==> config.mk <==
export PLATFORM = sky130hd
export DESIGN_NAME = pht_ctrl
export DESIGN_NICKNAME = d
export VERILOG_FILES = /design/src/rtl/pht_ctrl.sv
export SDC_FILE = /design/constraint.sdc
export NUM_CORES = 1
export LEC_CHECK = 0
export CORE_MARGIN = 3
export CORE_UTILIZATION = 60
export CTS_BUF_LIST = sky130_fd_sc_hd__clkbuf_8
export DETAILED_ROUTE_END_ITERATION = 6
export GPL_ROUTABILITY_DRIVEN = 0
export PLACE_DENSITY = 0.78
export REMOVE_ABC_BUFFERS = 1
export SETUP_SLACK_MARGIN = 0.02
export SYNTH_ARGS = -nofsm -noshare
export SYNTH_HDL_FRONTEND = slang
export SYNTH_SLANG_ARGS = --single-unit
==> constraint.sdc <==
create_clock -name clk -period 6.7 [get_ports clk]
set_clock_uncertainty 0.2 [all_clocks]
set_input_delay 0.67 -clock clk [delete_from_list [all_inputs] [get_ports clk]]
set_output_delay 0.67 -clock clk [all_outputs]
set_load 0.03 [all_outputs]
==> src/rtl/pht_ctrl.sv <==
// Pattern history table controller for the IFU branch predictor: IF lookups,
// buffered EX updates applied as one read-modify-write per cycle, and a table-init sweep.
module pht_ctrl #(
   parameter int unsigned IDX_W      = 6,
   parameter int unsigned UPD_DEPTH  = 4,
   parameter logic [1:0]  INIT_STATE = 2'b01
) (
   input  logic             clk,
   input  logic             rst,
   input  logic             flush_i,
   input  logic             lookup_valid_i,
   input  logic [IDX_W-1:0] lookup_idx_i,
   output logic             pred_valid_o,
   output logic [1:0]       pred_state_o,
   output logic             pred_taken_o,
   input  logic             upd_valid_i,
   input  logic [IDX_W-1:0] upd_idx_i,
   input  logic             upd_taken_i,
   output logic             upd_ready_o,
   output logic             busy_o
);

   localparam int unsigned ENTRIES = 1 << IDX_W;
   localparam int unsigned PTR_W   = $clog2(UPD_DEPTH);
   localparam int unsigned CNT_W   = PTR_W + 1;

   typedef enum logic {S_INIT, S_RUN} state_t;

   typedef struct packed {
      logic [IDX_W-1:0] idx;
      logic             taken;
   } upd_t;

   state_t           state_q, state_d;
   logic [IDX_W-1:0] init_ptr_q, init_ptr_d;
   logic [1:0]       pht_q [ENTRIES];
   upd_t             fifo_q [UPD_DEPTH];
   logic [PTR_W-1:0] wr_ptr_q, rd_ptr_q;
   logic [CNT_W-1:0] cnt_q;
   logic             full, empty, push, pop;
   upd_t             head;
   logic [1:0]       head_cnt, rmw_cnt;
   logic             wr_en;
   logic [IDX_W-1:0] wr_idx;
   logic [1:0]       wr_data;

   assign full         = (cnt_q == CNT_W'(UPD_DEPTH));
   assign empty        = (cnt_q == '0);
   assign upd_ready_o  = !full;
   assign busy_o       = (state_q == S_INIT);
   assign pred_taken_o = pred_state_o[1];
   assign head         = fifo_q[rd_ptr_q];
   assign head_cnt     = pht_q[head.idx];

   // 2-bit saturating counter step for the FIFO head
   always_comb begin
      rmw_cnt = head_cnt;
      if (head.taken) begin
         if (head_cnt != 2'b11) rmw_cnt = head_cnt + 2'b01;
      end else begin
         if (head_cnt != 2'b00) rmw_cnt = head_cnt - 2'b01;
      end
   end

   // Sequencer: init sweep owns the write port in S_INIT, RMW owns it in S_RUN
   always_comb begin
      state_d    = state_q;
      init_ptr_d = init_ptr_q;
      pop        = 1'b0;
      wr_en      = 1'b0;
      wr_idx     = init_ptr_q;
      wr_data    = INIT_STATE;
      push       = upd_valid_i && !full;
      case (state_q)
         S_INIT: begin
            wr_en      = 1'b1;
            init_ptr_d = init_ptr_q + 1'b1;
            if (init_ptr_q == IDX_W'(ENTRIES - 1)) state_d = S_RUN;
         end
         S_RUN: begin
            if (!empty) begin
               pop     = 1'b1;
               wr_en   = 1'b1;
               wr_idx  = head.idx;
               wr_data = rmw_cnt;
            end
         end
         default: state_d = S_INIT;
      endcase
      if (flush_i) begin
         state_d    = S_INIT;
         init_ptr_d = '0;
         push       = 1'b0;
         pop        = 1'b0;
         if (state_q == S_RUN) wr_en = 1'b0;
      end
   end

   always_ff @(posedge clk) begin
      if (rst) begin
         state_q    <= S_INIT;
         init_ptr_q <= '0;
      end else begin
         state_q    <= state_d;
         init_ptr_q <= init_ptr_d;
      end
   end

   always_ff @(posedge clk) begin
      if (wr_en) pht_q[wr_idx] <= wr_data;
   end

   always_ff @(posedge clk) begin
      if (push) fifo_q[wr_ptr_q] <= '{idx: upd_idx_i, taken: upd_taken_i};
   end

   // Pointers wrap naturally since the depth is a power of two
   always_ff @(posedge clk) begin
      if (rst || flush_i) begin
         wr_ptr_q <= '0;
         rd_ptr_q <= '0;
         cnt_q    <= '0;
      end else begin
         if (push) wr_ptr_q <= wr_ptr_q + 1'b1;
         if (pop)  rd_ptr_q <= rd_ptr_q + 1'b1;
         if (push && !pop)      cnt_q <= cnt_q + 1'b1;
         else if (pop && !push) cnt_q <= cnt_q - 1'b1;
      end
   end

   // Lookup reads the table as it stood at the start of the cycle
   always_ff @(posedge clk) begin
      if (rst) begin
         pred_valid_o <= 1'b0;
         pred_state_o <= 2'b00;
      end else begin
         pred_valid_o <= lookup_valid_i;
         if (lookup_valid_i) begin
            pred_state_o <= (state_q == S_INIT || flush_i) ? INIT_STATE : pht_q[lookup_idx_i];
         end
      end
   end

endmodule
==> results of run 1 <==
## sequential cells by signal, summed over array words and instances (netlist names), named ones only
register	count
pred_state_o	2
pred_valid_o	1
state_q	1
wr_ptr_q	2
rd_ptr_q	2
fifo_q	28
init_ptr_q	6
pht_q	128
cnt_q	3
## critical path: stages (launching register included)
cell      delay [ns]
dfxtp_1         0.62
mux4_2          1.11
buf_4           0.50
mux4_1          0.62
mux2i_1         0.19
mux2i_1         0.12
a211oi_1        0.34
nor3_1          0.12
a32oi_2         0.89
buf_12          0.30
## cell type report
class | instances | area (sq um) | area share [%]
clock inverters | 15 | 161 | 1.75
flip-flops and latches | 175 | 5060 | 54.9
well taps | 176 | 220 | 2.39
inverters | 7 | 26.3 | 0.285
clock buffers | 17 | 234 | 2.54
repair buffers | 29 | 283 | 3.06
multi-input cells | 360 | 3240 | 35.1
## layer usage
layer / global-route usage, % / wire length (microns) / vias to the layer above
li1: - / - / 2252
met1: 33.6 / 7490 / 2552
met2: 40.2 / 9080 / 284
met3: 6.56 / 1760 / 41
met4: 9.61 / 561 / 0
met5: 0 / 0 / -
## placed cells by master (no fill, tap or decap), drive strengths merged, types with 7 or more instances in the layout
cell type	instances
clkbuf	17
dfxtp	19
edfxtp	156
buf	7
mux2	12
clkdlybuf4s50	22
nand2	34
mux4	52
mux2i	73
nor2	93
nand3	10
nor2b	9
inv	13
## power breakdown
group / total (mW) / internal, mW / switching [mW]
clock network: 0.732 / 0.337 / 0.395
registers: 1.18 / 1.18 / 0.00352
logic: 0.115 / 0.0471 / 0.0684
total: 2.03 / 1.56 / 0.467
## logic make-up (layout without fill, tap and decap cells)
kind of cell | Yosys count | after routing | share of synthesized area, %
xor gates and xnor gates | 9 | 9 | 0.931
adders and majority gates | 7 | 7 | 1.12
DFF | 175 | 175 | 59.8
and+or+nand+nor | 166 | 166 | 8.37
muxes | 137 | 137 | 24.2
AOI/OAI and AO/OA | 41 | 41 | 3.43
buffers and inverters | 35 | 68 | 2.14
## worst max path at each step
stage / start / endpoint / slack (ns) / cells after the start
floorplan: flop / pht_q[0][0]$_DFFE_PP_ / 1.19 / 7
global placement: flop / pht_q[26][0]$_DFFE_PP_ / 1.72 / 9
detailed placement: flop / pht_q[27][0]$_DFFE_PP_ / 1.53 / 9
CTS: flop / pht_q[29][0]$_DFFE_PP_ / 1.45 / 9
global route: flop / pht_q[21][0]$_DFFE_PP_ / 1.19 / 9
finish: flop / pht_q[29][0]$_DFFE_PP_ / 1.46 / 9
## metrics by stage
step	utilization (%)	total power [mW]	std cells	hold WS [ns]	setup slack (ns)
3_5_place_dp	65.4	1.32	747	0.291	1.53
5_1_grt	68.3	2.09	779	0.348	1.19
4_1_cts	68.3	2.03	779	0.312	1.45
3_3_place_gp	65.4	1.32	747	0.277	1.72
6_report	68.3	2.03	779	0.315	1.46
2_1_floorplan	-	1.27	542	0.267	1.19
==> flow_summary.toml, run 1 <==
[synthesis]
synthTopCellsByArea = "edfxtp_1 (55%), mux4_2 (13%), mux2i_1 (8.6%), dfxtp_1 (4.5%), nor2_1 (4.1%)"
yosysSeqAreaShare_pct = 59.8
ys_async_sr_fraction_pct = 0
postSynthAreaPerCell_sq_um = 14.8
synthTopCellsByCount = "edfxtp_1 (156), nor2_1 (93), mux2i_1 (73)"
netlist-cell-type-count = 46
netlist_instances = 570
ys_ff_latch = 175
synthFlopType = "edfxtp_1"
synth_edf_count = 156
synthesis.area_sq_um = 8460
synth_top_cell_by_area = "edfxtp_1"
synth.most_common_cell = "edfxtp_1"
yosysWarningCount = 0
netlist.area_leader.share_pct = 55.4

[cts]
clock_sinks = 175
cts-buffers-inserted = 17
cts_resized = 0
clockBufferDepth = 2
cts_tree = "done"
clkLatencyLatePin_ns = 0.47
clkTransAtPathRegs_ns = 0.09
htreeDepth = 4
hold_buffers = 0
ctsRootBufferMaster = "clkbuf_8"
cts_setup_buffers = 0

[grt]
grt_remaining_overflow = 0
grt_max_degree = 45
grt_pass1_vias = 5154
track_usage_pct = 25.2
grt_pass1_wl_microns = 29400
antenna_found_initial = 0

[final_layout]
fillCellCount = 875
stdcell_area_sq_um = 9230
drive_gt1_share_pct = 15.9
antenna_cells = 0
nNetsFinal = 615
area_growth_pct = 9.03

[drt]
avgRoutedWirePerCell_microns = 24.2
drtIter0Drc = 584
via_per_inst = 6.58
drc_errors = 0
postRouteWirelength_microns = 18900
via_count = 5129
antenna_left = 0
drt_first_pass_iters = 5

[sta]
timing.slew.headroom_pct = 23.4
hold_viol_final = 0
final.min_clock_period_ns = 5.24
setup_viol = 0
worstMarginPinSlew_ns = 1.15
setup_tns_ns = 0
period_share_pct = 78.2
grt_setup_unrepaired = "no"
max_freq_mhz = 191
slew_violations = 0

[placement]
dp_hpwl_microns = 12800
port_buffers = 23
placed_cell_area_sq_um = 8830

[critical_path]
crit_type = "reg2reg"
crit_arrival_ns = 5.32
cp_max_fo = 44
worst_r2r_endpoint = "pht_q[29][0]$_DFFE_PP_"
r2r_slack_ns = 1.46
required_ns = 6.79
worstSetupStartpointType = "flop"
ff2ff_path_depth = 9
end_kind = "flop"

[hold_path]
min_to = "pred_state_o[0]$_SDFFE_PP0P_"
min_from = "pred_state_o[0]$_SDFFE_PP0P_"
whs_path_depth = 2
hold_class = "reg2reg"

[floorplan]
coreArea_sq_um = 13500
die_area_sq_um = 15600
row_count = 42
die_width_microns = 125
dieHeight_microns = 125
initial_core_util_pct = 62.7
num_io_pins = 24

[status]
status = "finished, final reports clean"

[pwr]
ir_worst_vdd_mv = 0.198
p_leak_nw = 2.67
powerDensity_nw_per_um2 = 220

[job]
drv_cap = 0
Note: power is estimated with default switching activity, not from simulation.
==> run 2, diff against run 1 <==
==> constraint.sdc (replaced) <==
create_clock -name clk -period 5.2 [get_ports clk]
set_clock_uncertainty 0.2 [all_clocks]
set_input_delay 0.52 -clock clk [delete_from_list [all_inputs] [get_ports clk]]
set_output_delay 0.52 -clock clk [all_outputs]
set_load 0.03 [all_outputs]
==> run 2 against run 1 <==
  * Register-to-register slack worse by 0.63 ns
  * First-iteration DRC count down 0.68%
  * Wire length down 0.68%
  * Power up 29%
  * Setup slack worse by 0.63 ns
  * Fmax up 20%
  * Critical path depth unchanged
  * Utilization up 0.22 points
  * Sequential power up 29%
  * Critical path type unchanged
  * Critical endpoint is now pht_q[8][1]$_DFFE_PP_
  * Largest cell class unchanged
==> flow_summary.toml, run 2 (synthesized netlist as in run 1, its figures left out) <==
[drt]
met3WireLength_microns = 1410
drc_errors = 0
drtIter0Drc = 580
wl_met2_microns = 8870
top_layer = "met4"
antenna_left = 0
avgRoutedWirePerCell_microns = 24.0
via_per_inst = 6.59
wl_met1_microns = 7790
via_count = 5150
postRouteWirelength_microns = 18800
drt_first_pass_iters = 5

[cts]
cts_setup_buffers = 0
hold_buffers = 0
ctsRootBufferMaster = "clkbuf_8"
clock_sinks = 175
cts_tree = "done"
htreeDepth = 4
clkTransAtPathRegs_ns = 0.10
clkLatencyLatePin_ns = 0.47
cts_resized = 0
cts-buffers-inserted = 17
clockBufferDepth = 2

[sta]
worstMarginPinSlew_ns = 0.779
timing.slew.headroom_pct = 48.1
grt_setup_unrepaired = "no"
hold_viol_final = 0
setup_viol = 0
slew_violations = 0
final.min_clock_period_ns = 4.36
period_share_pct = 83.9
max_freq_mhz = 229

[critical_path]
crit_arrival_ns = 4.47
end_kind = "flop"
required_ns = 5.30
worstSetupStartpointType = "flop"
cp_max_fo = 36
crit_type = "reg2reg"

[floorplan]
die_width_microns = 125
coreArea_sq_um = 13500
initial_core_util_pct = 62.7
num_io_pins = 24
row_count = 42
dieHeight_microns = 125
die_area_sq_um = 15600

[hold_path]
min_from = "pred_state_o[0]$_SDFFE_PP0P_"
hold_class = "reg2reg"

[final_layout]
stdcell_area_sq_um = 9260
final_common_cell = "edfxtp_1"
area_growth_pct = 9.39
fin_cells = 782
layout_common_cells = "edfxtp_1 (156), nor2_1 (93), mux2i_1 (73), mux4_2 (50), nand2_1 (34)"
largest_reg_flops = 128
drive_gt1_share_pct = 16.7
reg_top3 = "pht_q: 128 flops, fifo_q: 28 flops, init_ptr_q: 6 flops"
antenna_cells = 0
nNetsFinal = 618
top_register = "pht_q"

[placement]
placed_cell_area_sq_um = 8850
dp_hpwl_microns = 12900
post-place-cells = 750
port_buffers = 23

[grt]
grt_pass1_vias = 5119
track_usage_pct = 25.2
grt_remaining_overflow = 0
antenna_found_initial = 0
grt_pass1_wl_microns = 29400
grt_max_degree = 41

[pwr]
p_leak_nw = 2.68
powerDensity_nw_per_um2 = 282
ir_worst_vdd_mv = 0.209

[status]
status = "finished, final reports clean"

[job]
drv_cap = 0
==> run 2: changes by cell type in the layout (fill, tap and decap cells not counted), sizes merged <==
cell / previous run / this run
clkinv: 6 / 5
buf: 7 / 10
inv: 13 / 15
bufinv: 2 / 1
==> run 2: stage by stage <==
| step | util [%] | total power, mW | worst slack (ns) | setup TNS (ns) | hold WS (ns) |
|---|---|---|---|---|---|
| 2_1_floorplan | - | 1.64 | -0.306 | -25.99 | 0.267 |
| 3_3_place_gp | 65.6 | 1.70 | 0.975 | 0 | 0.276 |
| 3_5_place_dp | 65.6 | 1.70 | 0.902 | 0 | 0.284 |
| 4_1_cts | 68.5 | 2.62 | 0.856 | 0 | 0.303 |
| 5_1_grt | 68.5 | 2.70 | 0.537 | 0 | 0.325 |
| 6_report | 68.5 | 2.61 | 0.836 | 0 | 0.304 |
==> run 2: critical path, stage by stage, from the launching register on <==
cell and delay [ns]:
dfxtp_1 0.60, mux4_2 0.90, nor2b_1 0.35, a22oi_1 0.22
o21ai_0 0.15, o31ai_1 0.43, o22a_1 0.26, nand3_1 0.17
o22ai_4 0.63, buf_12 0.26
==> run 2: final cells by class <==
| cell class | count | area [sq um] |
|---|---|---|
| Clock buffer | 17 | 234 |
| Clock inverter | 15 | 169 |
| Fill cell | 884 | 4250 |
| Inverter | 7 | 26.3 |
| Multi-Input combinational cell | 360 | 3240 |
| Sequential cell | 175 | 5060 |
| Tap cell | 176 | 220 |
| Timing Repair Buffer | 32 | 305 |
==> run 2: worst paths after layout <==
| kind | slack (ns) | depth (start not counted) | end |
|---|---|---|---|
| max | 0.84 | 9 | pht_q[8][1]$_DFFE_PP_ |
| min | 0.30 | 2 | pred_state_o[0]$_SDFFE_PP0P_ |
| max reg2reg | 0.84 | 9 | pht_q[8][1]$_DFFE_PP_ |
| min reg2reg | 0.30 | 2 | pred_state_o[0]$_SDFFE_PP0P_ |
==> run 2: layer usage <==
layer | vias to the layer above | track usage, %
li1 | 2258 | -
met2 | 235 | 38.3
met1 | 2601 | 35.2
met3 | 56 | 5.36
met4 | 0 | 11.5
met5 | - | 0
==> run 2: power breakdown <==
group	switching [mW]	internal [mW]	leakage [nW]	total, mW
clock	0.540	0.404	0.202	0.944
combinational	0.0875	0.0610	1.25	0.148
sequential	0.00430	1.52	1.23	1.52
==> RTL edit 1: new RTL, settings of run 2 <==
Set the parameter `UPD_DEPTH` to 8 (it was 4).
--- a/src/rtl/pht_ctrl.sv
+++ b/src/rtl/pht_ctrl.sv
@@ -4,3 +4,3 @@
    parameter int unsigned IDX_W      = 6,
-   parameter int unsigned UPD_DEPTH  = 4,
+   parameter int unsigned UPD_DEPTH  = 8,
    parameter logic [1:0]  INIT_STATE = 2'b01
Function: changed (a bounded check fails within 10 cycles, from zero or initial values and one cycle with rst high).
==> RTL edit 1 against run 2 <==
- worst hold slack improved by 20 ps
- first-iteration DRC count increased by 9.5%
- power increased by 26%
- critical path depth increased by 3
- area after synthesis increased by 16%
- cell area increased by 18%
- routed wire length increased by 20%
- synthesized cell count increased by 15%
- die area increased by 15%
- combinational power increased by 11%
- sequential power increased by 19%
- count of clock-buffer cells in the layout increased by 20
- sequential cell count increased by 32
- setup slack improved by 230 ps
==> RTL edit 1: results (changes against run 2) <==
<table>
<tr><th>Metric</th><th>Value</th></tr>
<tr><th colspan="2">Outcome</th></tr>
<tr><td>Run status</td><td>complete, no violations</td></tr>
<tr><th colspan="2">Placement</th></tr>
<tr><td>Dpl cell area</td><td>10300 sq um (+16%)</td></tr>
<tr><td>Number of placed cells counting well taps</td><td>885 (+18%)</td></tr>
<tr><th colspan="2">Yosys</th></tr>
<tr><td>Avg Inst Size Synth</td><td>14.9 sq um (+0.34%)</td></tr>
<tr><td>Compound-cell area share of the yosys netlist</td><td>3.05% (-0.38 points)</td></tr>
<tr><td>Arithmetic-cell share of the synthesized area counting full adders, half adders and majority gates</td><td>0.970% (-0.15 points)</td></tr>
<tr><td>Most numerous cell types in the synthesized netlist</td><td>184 x sky130_fd_sc_hd__edfxtp_1, 98 x sky130_fd_sc_hd__nor2_1, 89 x sky130_fd_sc_hd__mux2i_1</td></tr>
<tr><td>Top post-synthesis cells by area</td><td>sky130_fd_sc_hd__edfxtp_1 56%, sky130_fd_sc_hd__mux4_2 13%, sky130_fd_sc_hd__mux2i_1 9.1%</td></tr>
<tr><td>EDFF count, synth</td><td>184 (+18%)</td></tr>
<tr><td>Fraction of synthesized area in multiplexers</td><td>22.7% (-1.5 points)</td></tr>
<tr><th colspan="2">Route</th></tr>
<tr><td>Number of DRC markers in iteration 0</td><td>635 (+9.5%)</td></tr>
<tr><td>Via-per-instance ratio</td><td>6.44 (-2.2%)</td></tr>
<tr><th colspan="2">Timing</th></tr>
<tr><td>Worst slew slack as a fraction of its limit</td><td>33.7% (-14 points)</td></tr>
<tr><td>Minimum setup slack in the final design</td><td>1070 ps (+235 ps)</td></tr>
<tr><th colspan="2">Final layout</th></tr>
<tr><td>Multi-input gate area in the final layout</td><td>3630 sq um (+12%)</td></tr>
<tr><td>Layout cell share with drive strength beyond 1</td><td>16.8% (+0.18 points)</td></tr>
<tr><td>Registers with the most flip-flops</td><td>pht_q (128), fifo_q (56), init_ptr_q (6)</td></tr>
<tr><th colspan="2">Global route</th></tr>
<tr><td>Met3 track utilization from global routing</td><td>5.89% (+0.53 points)</td></tr>
<tr><td>Wire length of the first global-routing pass</td><td>35100 um (+19%)</td></tr>
<tr><th colspan="2">Clocking</th></tr>
<tr><td>Latest clock arrival within the worst-skew pair</td><td>510 ps (+40 ps)</td></tr>
<tr><td>Number of buffers on the longest clock path</td><td>3 (+1)</td></tr>
<tr><th colspan="2">Critical path</th></tr>
<tr><td>Top delay family on crit path</td><td>multiplexers</td></tr>
<tr><td>Slack of the worst reg-to-reg path</td><td>1070 ps (+230 ps)</td></tr>
<tr><td>Critical Path Max Stage Delay</td><td>630 ps (-270 ps)</td></tr>
<tr><th colspan="2">Hold path</th></tr>
<tr><td>Min-Delay Startpoint</td><td>pred_state_o[1]$_SDFFE_PP0P_</td></tr>
<tr><th colspan="2">Pwr</th></tr>
<tr><td>Power consumption</td><td>0.00329 W (+26%)</td></tr>
<tr><td>Maximum vdd drop</td><td>0.347 mV (+66%)</td></tr>
</table>
[RTL edit 1: cell types whose count changed in the layout (fill, tap and decap cells not counted), moves of 10 or more]
cell	run 2	this run
sky130_fd_sc_hd__clkbuf_8	17	37
sky130_fd_sc_hd__edfxtp_1	156	184
sky130_fd_sc_hd__nand2_1	34	65
sky130_fd_sc_hd__mux2i_1	73	88
sky130_fd_sc_hd__inv_1	7	17
sky130_fd_sc_hd__a32oi_1	0	14
[RTL edit 1: cells by family (layout without fill, tap and decap cells)]
group	Yosys count	after routing
muxes	148	148
DFF	207	207
buffers and inverters	35	107
xor gates and xnor gates	11	11
adders and majority gates	7	7
and+or+nand+nor	209	209
AOI/OAI and AO/OA	41	41
[RTL edit 1: area by class of cell]
cell class | count | share of cell area [%]
sequential | 207 | 54.9
timing repair buffer | 39 | 3.28
multi-input combinational | 416 | 33.3
clock buffer | 37 | 4.67
clock inverter | 24 | 1.12
tap | 216 | 2.48
inverter | 7 | 0.241
==> RTL edit 2: new RTL, settings of run 2 <==
Without the edit above. The output `pred_valid_o` loses its register stage (`pred_valid_o` becomes a continuous assignment).
--- a/src/rtl/pht_ctrl.sv
+++ b/src/rtl/pht_ctrl.sv
@@ -133,6 +133,4 @@
       if (rst) begin
-         pred_valid_o <= 1'b0;
          pred_state_o <= 2'b00;
       end else begin
-         pred_valid_o <= lookup_valid_i;
          if (lookup_valid_i) begin
@@ -143,2 +141,4 @@
 
+   assign pred_valid_o = lookup_valid_i;
+
 endmodule
Formal check against the unedited RTL: not equivalent (a bounded check fails within 4 cycles, from zero or initial values and one cycle with rst high).
==> RTL edit 2 against run 2 <==
- power increased by 1.5%
- cell area about the same
- area after synthesis decreased by 0.22%
- routed wire length increased by 3.5%
- sequential cell count decreased by 1
- sequential share of layout area decreased by 0.16 points
- worst hold slack improved by 2.3 ps
- setup slack got worse by 76 ps
- critical endpoint is now pht_q[8][0]$_DFFE_PP_
- highest routed layer unchanged
==> RTL edit 2: results (changes against run 2) <==
<table>
<tr><th>Metric</th><th>Value</th></tr>
<tr><th colspan="2">Placement</th></tr>
<tr><td>Placed wire-length estimate after detailed placement</td><td>13200 um (+2.5%)</td></tr>
<tr><td>Post-Place Setup Slack</td><td>851 ps (-50.6 ps)</td></tr>
<tr><th colspan="2">Outcome</th></tr>
<tr><td>Run status</td><td>complete, no violations</td></tr>
<tr><th colspan="2">Global route</th></tr>
<tr><td>Met3 track utilization from global routing</td><td>5.49% (+0.13 points)</td></tr>
<tr><td>Global Route met2 Usage</td><td>39.4% (+1.1 points)</td></tr>
<tr><td>Met1 routing resource usage after global routing</td><td>37.0% (+1.8 points)</td></tr>
<tr><td>Via count of the first global-routing pass</td><td>5018 (-2.0%)</td></tr>
<tr><td>Wire length of the first global-routing pass</td><td>30000 um (+1.9%)</td></tr>
<tr><td>Largest net degree at the start of global routing</td><td>57 (+39%)</td></tr>
<tr><th colspan="2">Pwr</th></tr>
<tr><td>Net switching power</td><td>0.000599 W (-5.2%)</td></tr>
<tr><td>Maximum vdd drop</td><td>0.231 mV (+10%)</td></tr>
<tr><td>Lkg Pwr</td><td>2.68 nW (about the same)</td></tr>
<tr><th colspan="2">Timing</th></tr>
<tr><td>Actual slew at the worst max-slew pin</td><td>855 ps (+76.2 ps)</td></tr>
<tr><th colspan="2">Route</th></tr>
<tr><td>Met2 wirelength from detailed routing</td><td>9260 um (+4.4%)</td></tr>
<tr><td>Routed length on met1</td><td>7720 um (-0.90%)</td></tr>
<tr><td>Detailed-route wire length per cell</td><td>24.9 um (+3.9%)</td></tr>
<tr><td>Number of DRC markers in iteration 0</td><td>829 (+43%)</td></tr>
<tr><td>Total length of routed met3 wires</td><td>1910 um (+36%)</td></tr>
<tr><th colspan="2">Yosys</th></tr>
<tr><td>Top post-synthesis cells by area</td><td>sky130_fd_sc_hd__edfxtp_1 55%, sky130_fd_sc_hd__mux4_2 13%, sky130_fd_sc_hd__mux2i_1 8.7%</td></tr>
<tr><td>Seq/Total Area, Yosys</td><td>59.7% (-0.10 points)</td></tr>
<tr><td>Avg Inst Size Synth</td><td>14.8 sq um (about the same)</td></tr>
<tr><th colspan="2">Final layout</th></tr>
<tr><td>Filler Cell Count</td><td>881 (-0.34%)</td></tr>
<tr><td>Final Instance Count excl. Fillers</td><td>779 (-0.38%)</td></tr>
<tr><th colspan="2">Critical path</th></tr>
<tr><td>Data arrival, critical path</td><td>4430 ps (-40 ps)</td></tr>
<tr><td>Critical Path Max Stage Delay</td><td>840 ps (-60 ps)</td></tr>
</table>
## RTL edit 2: changes by cell type after synthesis
cell                             run 2  this run
sky130_fd_sc_hd__buf_4               2         3
sky130_fd_sc_hd__dfxtp_1            19        18
sky130_fd_sc_hd__nor2b_1             9         8
## RTL edit 2: area by class of cell
cell class              count  area [sq um]  area share (%)
clock buffers              17           234            2.53
clock inverters            15           181            1.96
inverters                   7          26.3           0.284
multi-input cells         359          3230            34.9
flip-flops and latches    174          5040            54.5
well taps                 176           220            2.38
repair buffers             31           310            3.35
## RTL edit 2: cell families after synthesis
| family | after synthesis | share of synthesized area (%) |
|---|---|---|
| buffers and inverters | 36 | 2.24 |
| AOI/OAI and AO/OA | 41 | 3.44 |
| and+or+nand+nor | 165 | 8.31 |
| adders and majority gates | 7 | 1.13 |
| muxes | 137 | 24.2 |
| DFF | 174 | 59.7 |
| xor gates and xnor gates | 9 | 0.933 |
## RTL edit 2: power by group through the flow
stage                     Sequential, W  Clock (W)  Combinational (W)
after floorplan                 0.00155          0          0.0000808
after global placement          0.00155          0           0.000144
after detailed placement        0.00155          0           0.000148
after CTS                       0.00151   0.000999           0.000149
after global routing            0.00152    0.00105           0.000159
final                           0.00151   0.000989           0.000150
## RTL edit 2: final timing paths
path | start | to | depth (start not counted) | slack [ps]
setup / recovery | flip-flop | pht_q[8][0]$_DFFE_PP_ | 10 | 760
hold / removal | pred_state_o[0]$_SDFFE_PP0P_ | pred_state_o[0]$_SDFFE_PP0P_ | 2 | 310
hold reg to reg | pred_state_o[0]$_SDFFE_PP0P_ | pred_state_o[0]$_SDFFE_PP0P_ | 2 | 310
setup reg to reg | flip-flop | pht_q[8][0]$_DFFE_PP_ | 10 | 760
